==> src/rtl/he_pkg.sv <==
`default_nettype none
// ============================================================================
//  Module   : he_pkg
//  Purpose  : Shared constants, FSM encoding and frame edge-detect helper
//             for the histogram-equalisation blocks.
//  Revision : 1.0 - initial release
// ============================================================================
package he_pkg;

  localparam int LEVELS = 256;
  localparam int CNT_W  = 9;

  typedef enum logic [1:0] {
    ST_IDLE = 2'd0,
    ST_FILL = 2'd1,
    ST_PEND = 2'd2
  } he_state_e;

  typedef struct packed {
    logic sof;
    logic eof;
  } he_edge_t;

  // Rising edge of frame-active is SOF, falling edge is EOF
  function automatic he_edge_t he_edge_detect(input logic cur, input logic prev);
    he_edge_t e;
    e.sof = cur & ~prev;
    e.eof = ~cur & prev;
    return e;
  endfunction

endpackage
`default_nettype wire

==> src/rtl/he_frame_sync.sv <==
`default_nettype none
// ============================================================================
//  Module   : he_frame_sync
//  Purpose  : Registered SOF/EOF pulses from src_vsync, frame phase counter
//             and the "this frame's histogram may be taken" slot flag.
//  Revision : 1.0 - initial release
// ============================================================================
module he_frame_sync #(
  parameter int UPD_INTERVAL = 1,
  parameter int PH_W         = 8
) (
  input  logic pclk,
  input  logic rst_n,
  input  logic src_vsync,
  input  logic accept,
  output logic sof,
  output logic eof,
  output logic upd_slot
);
  import he_pkg::*;

  localparam logic [PH_W-1:0] PH_LAST = PH_W'(UPD_INTERVAL - 1);

  logic            vs_q, vs_d;
  logic            sof_q, sof_d;
  logic            eof_q, eof_d;
  logic [PH_W-1:0] ph_q, ph_d;
  logic            upd_slot_q, upd_slot_d;
  he_edge_t        vs_edge;

  assign vs_edge = he_edge_detect(src_vsync, vs_q);

  // Next-state: edge pulses, phase wrap at EOF, slot set at EOF / cleared on accept
  always_comb begin
    vs_d       = src_vsync;
    sof_d      = vs_edge.sof;
    eof_d      = vs_edge.eof;
    ph_d       = ph_q;
    upd_slot_d = upd_slot_q;
    if (eof_q) begin
      upd_slot_d = (ph_q == '0);
      ph_d       = (ph_q == PH_LAST) ? '0 : ph_q + 1'b1;
    end else if (accept) begin
      upd_slot_d = 1'b0;
    end
  end

  // State registers
  always_ff @(posedge pclk or negedge rst_n) begin
    if (!rst_n) begin
      vs_q       <= 1'b0;
      sof_q      <= 1'b0;
      eof_q      <= 1'b0;
      ph_q       <= '0;
      upd_slot_q <= 1'b0;
    end else begin
      vs_q       <= vs_d;
      sof_q      <= sof_d;
      eof_q      <= eof_d;
      ph_q       <= ph_d;
      upd_slot_q <= upd_slot_d;
    end
  end

  assign sof      = sof_q;
  assign eof      = eof_q;
  assign upd_slot = upd_slot_q;

endmodule
`default_nettype wire

==> src/rtl/he_lut_update_ctrl.sv <==
`default_nettype none
// ============================================================================
//  Module   : he_lut_update_ctrl
//  Purpose  : Frame-level sequencer for the HE path: histogram readout
//             request, shadow-bank fill tracking, frame-aligned ping-pong
//             bank swap and bypass decision.
//  Revision : 1.0 - initial release
// ============================================================================
module he_lut_update_ctrl #(
  parameter int LEVELS       = he_pkg::LEVELS,
  parameter int CNT_W        = he_pkg::CNT_W,
  parameter int UPD_INTERVAL = 1,
  parameter int TIMEOUT      = 1024,
  parameter int TO_W         = 11
) (
  input  logic pclk,
  input  logic rst_n,
  input  logic src_vsync,
  input  logic he_en,
  input  logic stat_ready,
  output logic stat_request,
  input  logic map_wr_en,
  output logic wr_bank,
  output logic rd_bank,
  output logic lut_valid,
  output logic bypass,
  output logic upd_busy,
  output logic err_overrun,
  output logic err_timeout
);
  import he_pkg::*;

  localparam logic [CNT_W-1:0] WCNT_LAST = CNT_W'(LEVELS - 1);
  localparam logic [TO_W-1:0]  TO_LAST   = TO_W'(TIMEOUT - 1);

  logic             sof;
  logic             eof_unused;  // PEND waits on SOF only; EOF has no role here
  logic             upd_slot;
  logic             accept;

  he_state_e        state_q, state_d;
  logic [CNT_W-1:0] wcnt_q, wcnt_d;
  logic [TO_W-1:0]  tocnt_q, tocnt_d;
  logic             wr_bank_q, wr_bank_d;
  logic             lut_valid_q, lut_valid_d;
  logic             bypass_q, bypass_d;
  logic             stat_request_q, stat_request_d;
  logic             err_overrun_q, err_overrun_d;
  logic             err_timeout_q, err_timeout_d;

  he_frame_sync #(
    .UPD_INTERVAL (UPD_INTERVAL)
  ) u_frame_sync (
    .pclk      (pclk),
    .rst_n     (rst_n),
    .src_vsync (src_vsync),
    .accept    (accept),
    .sof       (sof),
    .eof       (eof_unused),
    .upd_slot  (upd_slot)
  );

  // Update FSM: readout request, fill counting/timeout, frame-aligned swap, bypass
  always_comb begin
    state_d        = state_q;
    wcnt_d         = wcnt_q;
    tocnt_d        = tocnt_q;
    wr_bank_d      = wr_bank_q;
    lut_valid_d    = lut_valid_q;
    bypass_d       = bypass_q;
    stat_request_d = 1'b0;
    err_overrun_d  = 1'b0;
    err_timeout_d  = 1'b0;
    accept         = 1'b0;

    case (state_q)
      ST_IDLE: begin
        if (stat_ready) begin
          if (upd_slot) begin
            stat_request_d = 1'b1;
            wcnt_d         = '0;
            tocnt_d        = '0;
            accept         = 1'b1;
            state_d        = ST_FILL;
          end else begin
            err_overrun_d  = 1'b1;
          end
        end
      end
      ST_FILL: begin
        err_overrun_d = stat_ready;
        if (map_wr_en) begin
          wcnt_d  = wcnt_q + 1'b1;
          tocnt_d = '0;
          if (wcnt_q == WCNT_LAST) begin
            state_d = ST_PEND;
          end
        end else if (tocnt_q == TO_LAST) begin
          // Abandon the partial table; active bank keeps serving
          err_timeout_d = 1'b1;
          state_d       = ST_IDLE;
        end else begin
          tocnt_d = tocnt_q + 1'b1;
        end
      end
      ST_PEND: begin
        err_overrun_d = stat_ready;
        if (sof) begin
          wr_bank_d   = ~wr_bank_q;
          lut_valid_d = 1'b1;
          state_d     = ST_IDLE;
        end
      end
      default: state_d = ST_IDLE;
    endcase

    // Bypass is frame-constant and sees a swap happening in the same SOF cycle
    if (sof) begin
      bypass_d = ~(he_en & lut_valid_d);
    end
  end

  // State registers; reset discards any partial table
  always_ff @(posedge pclk or negedge rst_n) begin
    if (!rst_n) begin
      state_q        <= ST_IDLE;
      wcnt_q         <= '0;
      tocnt_q        <= '0;
      wr_bank_q      <= 1'b0;
      lut_valid_q    <= 1'b0;
      bypass_q       <= 1'b1;
      stat_request_q <= 1'b0;
      err_overrun_q  <= 1'b0;
      err_timeout_q  <= 1'b0;
    end else begin
      state_q        <= state_d;
      wcnt_q         <= wcnt_d;
      tocnt_q        <= tocnt_d;
      wr_bank_q      <= wr_bank_d;
      lut_valid_q    <= lut_valid_d;
      bypass_q       <= bypass_d;
      stat_request_q <= stat_request_d;
      err_overrun_q  <= err_overrun_d;
      err_timeout_q  <= err_timeout_d;
    end
  end

  // Read bank is always the complement of the write bank
  assign wr_bank      = wr_bank_q;
  assign rd_bank      = ~wr_bank_q;
  assign lut_valid    = lut_valid_q;
  assign bypass       = bypass_q;
  assign upd_busy     = (state_q != ST_IDLE);
  assign stat_request = stat_request_q;
  assign err_overrun  = err_overrun_q;
  assign err_timeout  = err_timeout_q;

endmodule
`default_nettype wire

==> config.mk <==
export PLATFORM = sky130hd
export DESIGN_NAME = he_lut_update_ctrl
export DESIGN_NICKNAME = d
export VERILOG_FILES = /design/src/rtl/he_pkg.sv /design/src/rtl/he_frame_sync.sv /design/src/rtl/he_lut_update_ctrl.sv
export SDC_FILE = /design/constraint.sdc
export NUM_CORES = 1
export LEC_CHECK = 0
export CAP_MARGIN = 15
export CORE_MARGIN = 10
export CORE_UTILIZATION = 30
export CTS_CLUSTER_DIAMETER = 120
export CTS_CLUSTER_SIZE = 14
export DETAILED_ROUTE_END_ITERATION = 16
export DONT_BUFFER_PORTS = 1
export GPL_TIMING_DRIVEN = 0
export PLACE_DENSITY = 0.56
export SLEW_MARGIN = 10
export SYNTH_ARGS = -nofsm -noshare
export SYNTH_HDL_FRONTEND = slang
export SYNTH_SLANG_ARGS = --single-unit
==> constraint.sdc <==
create_clock -name pclk -period 4 [get_ports pclk]
set_input_delay 0.8 -clock pclk [delete_from_list [all_inputs] [get_ports pclk]]
set_output_delay 0.8 -clock pclk [all_outputs]
set_load 0.02 [all_outputs]
==> qor.txt <==
Diode count = 0
Gr ovfl total = 0
Setup TNS = 0 ns
H-tree depth = 2
First-pass GRT wire length = 7170 um
CP Cell Sequence = inv_1, ha_1, buf_4, or3b_1, nor4_2, buf_4, or2_1, mux2_2
Share of the synthesized area in the top cell type = 47.3%
GRT Total Usage = 8.57%
Clk slew on worst S/H paths = 0.08 ns
Fmax = 471 MHz
Synthesized-area fraction occupied by adder cells = 6.07%
Slowest Stage Delay on Critical Path = 0.43 ns
Critical-path top delay cell = dfrtp_1
#FFs+latches synth = 40
Routed wire length = 4020 um
DRC errors left = 0
Area growth syn-to-layout = 9.41%
Post-synthesis mux area share = 3.16%
Fin. max-slew vios = 0
Drt pass-1 iters = 4
Simple-Gate Fraction of Synth Area = 21.8%
Fin util = 33.6%
Max-slew headroom = 47.8%
Critical path class = reg -> reg
Register area share after synthesis = 48.6%
Max-Cap Viols = 0
Final hold vios = 0
Pwr/cell area = 512 nW/um2
CTS resizes = 0
Prevailing post-synth register cell = dfrtp_1
Netlist area before placement = 2060 um2
Vias in the first global route = 1513
Total CTS buffers = 5
Post-CTS Hold Buffers = 0
Total setup buffers inserted after CTS = 0
Post-Syn Instances = 198
Largest family of logic cells by synthesized area = simple AND/OR/NAND/NOR gates
Clk_skew = 0.00398 ns
Clock sink count = 40
RSZ-0062 raised after global routing = false
Clk_lat worst skew = 0.29 ns
Die ar. = 10600 um2
Critical path peak fanout = 10
Syn avg cell area = 10.4 um2
Post-synthesis compound-gate area fraction = 11.3%
# rows = 30
CTS Buffer Depth = 2
Die height = 103 um
Worst VDD drop = 161 uV
Period utilisation layout = 53.1%
Post-synth EDFFs = 0
Critical path launch point type = flop
Synth Net Count = 214
Die X = 103 um
Synth warn = 0
I/O pin total = 14
Async set-reset flop share out of synthesis = 100%
DRT antenna net count = 0
Status = complete, no violations
Leak = 0.957 nW
Starting Density = 30.7%
Synth cell types = 44
Worst setup EP type = flop
Largest net degree at the start of global routing = 41
Fillers = 669
DP HPWL = 2920 um
Core ar. = 6720 um2
DR iter-0 viols = 58
Post-synthesis xor/xnor area fraction = 4.67%
Hold/Removal Path Class = in -> async
Worst Path Arrival = 2.35 ns
Vias after detailed routing = 1471
Initial antenna violation count = 0
Placer Congestion = 0.804
Vias per std cell = 5.14
Worst slew pin tran = 0.780 ns
Proportion of layout cells with a drive suffix above 1 = 9.71%
Largest cells by area after synthesis = dfrtp_1 47%, ha_1 6.1%, xnor2_1 4.2%
Final setup fails = 0
Pwr Total = 1.16 mW
Fin nets = 221
WP data required = 4.23 ns
Input/output buffers = 0
Crit path top cell by count = buf_4
CTS tree = done
Post-layout min period = 2.12 ns
Root Buffer = clkbuf_8
Cell taking the most area after synthesis = dfrtp_1
Wire per inst = 14.1 um
## power breakdown
group	switching, mW	leakage, nW	total, mW	internal [mW]
clock	0.140	0.0445	0.280	0.140
combinational	0.218	0.378	0.354	0.136
sequential	0.0679	0.535	0.521	0.453
## cells in the mapped netlist, drive strengths merged, types with 2 or more instances
cell type and count:
a31oi 3, or3 2, nand3 11, nand2 17
or4 6, o221ai 2, nor4 5, o21ai 4
o31ai 7, inv 13, buf 4, nor2b 4
xnor2 10, nor3 3, mux2 4, a21oi 9
ha 10, nor2 11, and3 5, nand4 5
mux2i 2, dfrtp 39, nand2b 3, and4 2
o22ai 2
## state kept, by name, indices dropped and copies added, names as in the netlist
signal	count
stat_request	1
err_timeout	1
bypass	1
u_frame_sync.vs_q	1
u_frame_sync.ph_q	8
tocnt_q	11
wr_bank	1
wcnt_q	9
u_frame_sync.eof	1
err_overrun	1
state_q	2
u_frame_sync.sof	1
u_frame_sync.upd_slot	1
lut_valid	1
## worst max-delay path, delay by kind of cell (launching register included)
kind,cells,cell delay [ns]
muxes,1,0.14
adders and majority gates,1,0.15
DFF,1,0.43
and+or+nand+nor,3,0.82
buffers and inverters,3,0.53
## metrics by stage
step	area (um2)	hold WS, ns	setup slack [ns]	std cells
2_1_floorplan	2060	0.395	2.11	198
3_3_place_gp	2160	0.400	1.90	278
3_5_place_dp	2160	0.408	1.87	278
4_1_cts	2260	0.186	1.87	286
5_1_grt	2260	0.169	1.69	286
6_report	2260	0.198	1.88	286
## layout by cell type, fill, tap and decap left out, drive strengths merged, types with 2 or more instances in the layout
cell type,count
nand4,5
o21ai,4
and4,2
or3,2
a31oi,3
nand2b,3
mux2,4
dfrtp,39
o31ai,7
buf,4
and3,5
o22ai,2
or4,6
nor2b,4
inv,13
mux2i,2
nor3,3
a21oi,9
xnor2,10
ha,10
clkbuf,8
nor2,11
nand2,17
o221ai,2
nand3,11
nor4,5
## final timing paths
check	from	to	slack [ns]	cells after the start
worst max-delay path	state_q[1]	tocnt_q[0]	1.88	8
worst min-delay path	rst_n	u_frame_sync.ph_q[6]	0.20	0
worst max register to register	state_q[1]	tocnt_q[0]	1.88	8
worst min register to register	u_frame_sync.vs_q	u_frame_sync.sof	0.42	1
max in group asynchronous	rst_n	bypass	3.63	0
min in group pclk	u_frame_sync.vs_q	u_frame_sync.sof	0.42	1
## area by class of cell
class / instances / area (um2) / share of cell area [%]
plain buffers: 5 / 41.3 / 1.83
clock buffers: 7 / 86.3 / 3.83
inverters: 13 / 48.8 / 2.16
clock inverters: 1 / 7.51 / 0.333
flip-flops and latches: 40 / 1000 / 44.4
multi-input cells: 140 / 970 / 43.0
well taps: 80 / 100 / 4.44
## routing by layer
metal | vias to the layer above | global-route usage [%] | part of all wire, %
met5 | - | 0 | 0
met4 | 0 | 2.89 | 1.4
met3 | 5 | 2.48 | 3.5
met2 | 21 | 13.6 | 47
met1 | 716 | 10.9 | 48
li1 | 729 | - | -
## kinds of logic after synthesis
| logic type | Yosys count |
|---|---|
| AOI/OAI and AO/OA | 34 |
| and+or+nand+nor | 79 |
| xor gates and xnor gates | 11 |
| buffers and inverters | 18 |
| DFF | 40 |
| adders and majority gates | 10 |
| muxes | 6 |
Note: power is estimated with default switching activity, not from simulation.
